[src/rtl/onehot_rr_arbiter_if.sv]
// onehot_rr_arbiter_if
//   Request/grant handshake bundle for the one-hot round-robin arbiter.
//   Signals:
//     req        requester lines, bit i = requester i
//     gnt        registered one-hot grant (zero when gnt_valid=0)
//     gnt_valid  grant present on gnt
//     gnt_ready  downstream accepts the grant this cycle
//     busy       mirrors gnt_valid
//   Modports:
//     master  arbiter side (drives gnt/gnt_valid/busy)
//     slave   requesters + downstream side (drives req/gnt_ready)
interface onehot_rr_arbiter_if #(
  parameter int N = 8
) ();
  logic [N-1:0] req;
  logic [N-1:0] gnt;
  logic         gnt_valid;
  logic         gnt_ready;
  logic         busy;

  modport master (
    input  req,
    input  gnt_ready,
    output gnt,
    output gnt_valid,
    output busy
  );

  modport slave (
    output req,
    output gnt_ready,
    input  gnt,
    input  gnt_valid,
    input  busy
  );
endinterface

[src/rtl/onehot_rr_arbiter.sv]
// onehot_rr_arbiter
//   Round-robin arbiter for N request lines with a registered one-hot grant
//   over a valid/ready handshake. The grant is held until accepted and is
//   never retracted; on acceptance with requests pending it re-arbitrates in
//   the same edge, so a held-high ready gives one grant per cycle.
//   Ports:
//     clk    rising-edge clock
//     rst_n  asynchronous active-low reset
//     arb    onehot_rr_arbiter_if.master (req, gnt, gnt_valid, gnt_ready, busy)
//   Build option:
//     ARB_FIXED_PRIO_EN  when defined, the rotating pointer is removed and the
//                        lowest set request index always wins.
//
//   state | meaning
//   ------+-----------------------------------------------------------
//   IDLE  | no grant outstanding, gnt=0, waiting for any request
//   GRANT | gnt holds one one-hot grant, waiting for gnt_ready
module onehot_rr_arbiter #(
  parameter int N     = 8,
  localparam int PTR_W = $clog2(N)
) (
  input  logic                 clk,
  input  logic                 rst_n,
  onehot_rr_arbiter_if.master  arb
);

  localparam logic [0:0] IDLE  = 1'b0;
  localparam logic [0:0] GRANT = 1'b1;

  logic [0:0]       state;
  logic [N-1:0]     gnt_q;
  logic             gnt_valid_q;
  logic [PTR_W-1:0] arb_base;
  logic [PTR_W-1:0] sel_idx;
  logic             any_req;
  logic             handshake;

  assign any_req   = |arb.req;
  assign handshake = (state == GRANT) && arb.gnt_ready;

`ifdef ARB_FIXED_PRIO_EN
  assign arb_base = '0;
`else
  logic [PTR_W-1:0] ptr;
  logic [PTR_W-1:0] gnt_idx;

  // On a handshake the pointer update and the re-arbitration happen in the
  // same edge, so search from the post-update value directly.
  assign arb_base = handshake ? gnt_idx + PTR_W'(1) : ptr;
`endif

  // Circular search starting at arb_base; N is a power of two so the
  // PTR_W-bit add wraps N-1 -> 0 on its own.
  always_comb begin
    logic [PTR_W-1:0] idx;
    logic             found;
    sel_idx = arb_base;
    found   = 1'b0;
    idx     = '0;
    for (int i = 0; i < N; i++) begin
      idx = arb_base + PTR_W'(i);
      if (!found && arb.req[idx]) begin
        sel_idx = idx;
        found   = 1'b1;
      end
    end
  end

  always_ff @(posedge clk or negedge rst_n) begin
    if (!rst_n) begin
      state       <= IDLE;
      gnt_q       <= '0;
      gnt_valid_q <= 1'b0;
`ifndef ARB_FIXED_PRIO_EN
      ptr         <= '0;
      gnt_idx     <= '0;
`endif
    end else begin
      case (state)
        IDLE: begin
          if (any_req) begin
            state       <= GRANT;
            gnt_q       <= N'(1) << sel_idx;
            gnt_valid_q <= 1'b1;
`ifndef ARB_FIXED_PRIO_EN
            gnt_idx     <= sel_idx;
`endif
          end
        end
        GRANT: begin
          if (arb.gnt_ready) begin
`ifndef ARB_FIXED_PRIO_EN
            ptr <= gnt_idx + PTR_W'(1);
`endif
            if (any_req) begin
              gnt_q <= N'(1) << sel_idx;
`ifndef ARB_FIXED_PRIO_EN
              gnt_idx <= sel_idx;
`endif
            end else begin
              state       <= IDLE;
              gnt_q       <= '0;
              gnt_valid_q <= 1'b0;
            end
          end
        end
        default: begin
          state       <= IDLE;
          gnt_q       <= '0;
          gnt_valid_q <= 1'b0;
        end
      endcase
    end
  end

  assign arb.gnt       = gnt_q;
  assign arb.gnt_valid = gnt_valid_q;
  assign arb.busy      = gnt_valid_q;

endmodule

[src/flat_wrapper.sv]
// flat-port wrapper written by rule: the top's interface ports become plain ports
module onehot_rr_arbiter_flat 
#(
  parameter int N     = 8,
  localparam int PTR_W = $clog2(N)
)
  (clk, rst_n, arb_req, arb_gnt_ready, arb_gnt, arb_gnt_valid, arb_busy);
  onehot_rr_arbiter_if #(.N(N)) arb_i ();
  input  logic clk;
  input  logic rst_n;
  input wire logic [$bits(arb_i.req)-1:0] arb_req;
  input wire logic [$bits(arb_i.gnt_ready)-1:0] arb_gnt_ready;
  output wire logic [$bits(arb_i.gnt)-1:0] arb_gnt;
  output wire logic [$bits(arb_i.gnt_valid)-1:0] arb_gnt_valid;
  output wire logic [$bits(arb_i.busy)-1:0] arb_busy;
  assign arb_i.req = arb_req;
  assign arb_i.gnt_ready = arb_gnt_ready;
  assign arb_gnt = arb_i.gnt;
  assign arb_gnt_valid = arb_i.gnt_valid;
  assign arb_busy = arb_i.busy;
  onehot_rr_arbiter #(.N(N)) u_core (.clk(clk), .rst_n(rst_n), .arb(arb_i));
endmodule
[config.mk]
export PLATFORM = sky130hd
export DESIGN_NAME = onehot_rr_arbiter_flat
export DESIGN_NICKNAME = d
export VERILOG_FILES = /design/src/rtl/onehot_rr_arbiter_if.sv /design/src/rtl/onehot_rr_arbiter.sv /design/src/flat_wrapper.sv
export SDC_FILE = /design/constraint.sdc
export NUM_CORES = 1
export LEC_CHECK = 0
export CORE_UTILIZATION = 57
export DETAILED_ROUTE_END_ITERATION = 7
export PLACE_DENSITY_LB_ADDON = 0.08
export SYNTH_ARGS = -nofsm -noshare
export SYNTH_HDL_FRONTEND = slang
export SYNTH_SLANG_ARGS = --single-unit
[constraint.sdc]
create_clock -name clk -period 4.2 [get_ports clk]
set_clock_uncertainty 0.2 [all_clocks]
set_input_delay 0.84 -clock clk [delete_from_list [all_inputs] [get_ports clk]]
set_output_delay 0.84 -clock clk [all_outputs]
set_load 0.01 [all_outputs]
==> run metrics <==
status=completed; max incr delay on CP=0.57 ns; Top FF cell, synth=dfrtp_1; Hold Crit Class=reg2reg; row count=20; gp weighted congestion=0.971; share of cells above drive strength 1=27.7%; most frequent cell after synthesis=nand2_1; # nets final=280; htree depth=1; pin count of the biggest net entering global routing=17; Worst Tran Pin Value=0.714 ns; Arr. time, crit path=4.05 ns; die width=60.0 um; Final ANT Viol Nets=0; Final HPWL DP=4220 um; FF-to-FF Start=u_core.gnt_idx[0]; hold_buf cts=0; Clk Latency, worst-skew pair=0.28 ns; Final Routed Wirelength=5250 um; TritonCTS clock tree=yes; RSZ-0062 raised after global routing=no; Setup CP Type=in2reg; vias in the first global route=1858; Mapped Nets=233; Hold Path Depth=2; Post-synth EDFFs=0; CTS Sinks=16; # DRC=0; I/O Buffers=20; Mean Syn Cell Area=8.75 um^2; Distinct cells, synth=72; clock slew at reported path FFs=0.09 ns; Yosys reg bits=16; Die Y=60.0 um; worst hold endpoint=u_core.arb.gnt[2]; HP Start=u_core.arb.gnt[2]; Ports=21; CP Cell Sequence=clkdlybuf4s50_1 -> buf_4 -> nand2_4 -> a21o_4 -> ha_1 -> xnor2_4 -> mux2i_2 -> nand2_2 -> buf_4 -> o211ai_1 -> a21boi_0 -> o22ai_1 -> a21o_2 -> a22o_1; slowest stage cell, crit path=clkdlybuf4s50_1; cts repair resizes=0; crit-path max FO=5; ranking of synthesized cells by area=dfrtp_1, nand3_1, a21oi_1; Synth Instances=219; Buf+Inv Stages, Crit Path=3; Max Cap Violations=0; first-pass detailed-route iteration total=5; Longest Clk Path Bufs=2; total congestion overflow=0; R2R Setup Slk=0.43 ns; via/cell ratio=6.26; leading area contributor after synthesis=dfrtp_1; async set or reset register ratio after synthesis=100%; Seq/Total Area, Yosys=20.9%; WP depth=14; DR vias=1927; Root Buffer=clkbuf_4; Routed WL per cell=17.0 um; CP Capture Type=flip-flop; Setup crit start kind=input port; max_slew headroom=52.3%; die area=0.00360 mm^2; setup ws final=0.126 ns; antenna fix cells=0; Core Region=0.00313 mm^2; FF-to-FF End=u_core.arb.gnt[5]; Initial Util=61.3%; Hold Fails Final Rpt=0; GRT Total Usage=31.1%; initial antenna violation count=0; Slew Limit Fails=0; Crit path max-delay family=compound AO/OA/AOI/OAI gates; number of setup violations in the final report=0; Num CTS Buffers=3; final worst path period need=4.07 ns; worst r2r path cells=13; CP most frequent cell=buf_4; Syn-to-layout area delta=22.5%; top cell type's share of synthesized area=20.9%; Post-Syn Area=0.00192 mm^2; first-pass GRT wire length=8490 um; Worst EP required=4.18 ns; most common library cells after synthesis=nand2_1, nand3_1, a21oi_1, dfrtp_1, o21ai_1; total number of yosys warnings=0; Max Clock Freq=245 MHz; post-CTS setup buffers=0; Period Utilization, post-route=97.0%; 1st-iter DRT viols=208; dpl ws=-0.200 ns; setup tns final=0 ns
==> cells by family after synthesis <==
group	after synthesis	synth area share, %
muxes	12	8.75
AOI/OAI and AO/OA	77	29.0
buffers and inverters	15	6.20
DFF	16	20.9
adders and majority gates	3	1.96
xor gates and xnor gates	8	6.40
and+or+nand+nor	88	26.8
==> state kept, by name (all words and copies together), names as in the netlist <==
register and count:
u_core.arb.gnt 8, u_core.gnt_idx 3, u_core.ptr 3, u_core.arb.busy 1
u_core.state 1
==> metal layers <==
layer | share of wire (%) | track usage (%) | vias up
li1 | - | - | 916
met5 | 0 | 0 | -
met4 | 0.55 | 4.98 | 0
met2 | 49 | 54.1 | 70
met3 | 4.4 | 5.41 | 4
met1 | 46 | 40.8 | 937
==> worst min-delay path, delay by kind of cell, from the launching register on <==
family,cells,cell delay (ns)
DFF,1,0.35
and+or+nand+nor,1,0.05
AOI/OAI and AO/OA,1,0.06
==> cell usage in the layout (no fill, tap or decap), drive strengths merged, types with 2 or more instances in the layout <==
cell | synthesis | layout
buf | 8 | 30
nand2 | 25 | 25
o21ai | 22 | 22
clkdlybuf4s50 | 0 | 20
nand3 | 20 | 20
a21oi | 20 | 20
dfrtp | 16 | 16
mux2i | 10 | 10
nor2 | 9 | 9
nor3 | 9 | 9
and2 | 8 | 8
inv | 7 | 7
xnor2 | 7 | 7
a221o | 4 | 4
a22o | 4 | 4
a21o | 4 | 4
clkbuf | 0 | 3
nor4 | 3 | 3
a211oi | 3 | 3
o22ai | 3 | 3
ha | 3 | 3
and3 | 2 | 2
a31oi | 2 | 2
o211ai | 2 | 2
or3 | 2 | 2
mux2 | 2 | 2
nand3b | 2 | 2
nand4 | 2 | 2
==> worst max-delay path by stage <==
stage | start | endpoint
5_1_grt | arb_gnt_ready | u_core.arb.gnt[4]
2_1_floorplan | arb_gnt_ready | u_core.arb.gnt[4]
3_5_place_dp | arb_gnt_ready | u_core.arb.gnt[0]
6_report | arb_gnt_ready | u_core.arb.gnt[5]
4_1_cts | arb_gnt_ready | u_core.arb.gnt[0]
3_3_place_gp | arb_gnt_ready | u_core.arb.gnt[5]
==> metrics by stage <==
step | cell area [um^2] | util [%] | instances | hold WS [ns]
floorplan | 1920 | - | 219 | 0.260
global placement | 2310 | 73.9 | 305 | 0.273
detailed placement | 2310 | 73.9 | 305 | 0.283
CTS | 2330 | 74.6 | 308 | 0.309
global route | 2350 | 75.1 | 308 | 0.323
finish | 2350 | 75.1 | 308 | 0.305
==> final cells by class <==
cell class | instances | area, um^2
flip-flops and latches | 16 | 400
repair buffers | 50 | 425
multi-input cells | 188 | 1410
inverters | 7 | 33.8
clock buffers | 3 | 22.5
well taps | 44 | 55.1
fillers | 249 | 779
Power is not shown: default switching activity piles up to over one toggle a cycle in this logic, so the estimate is an artifact.
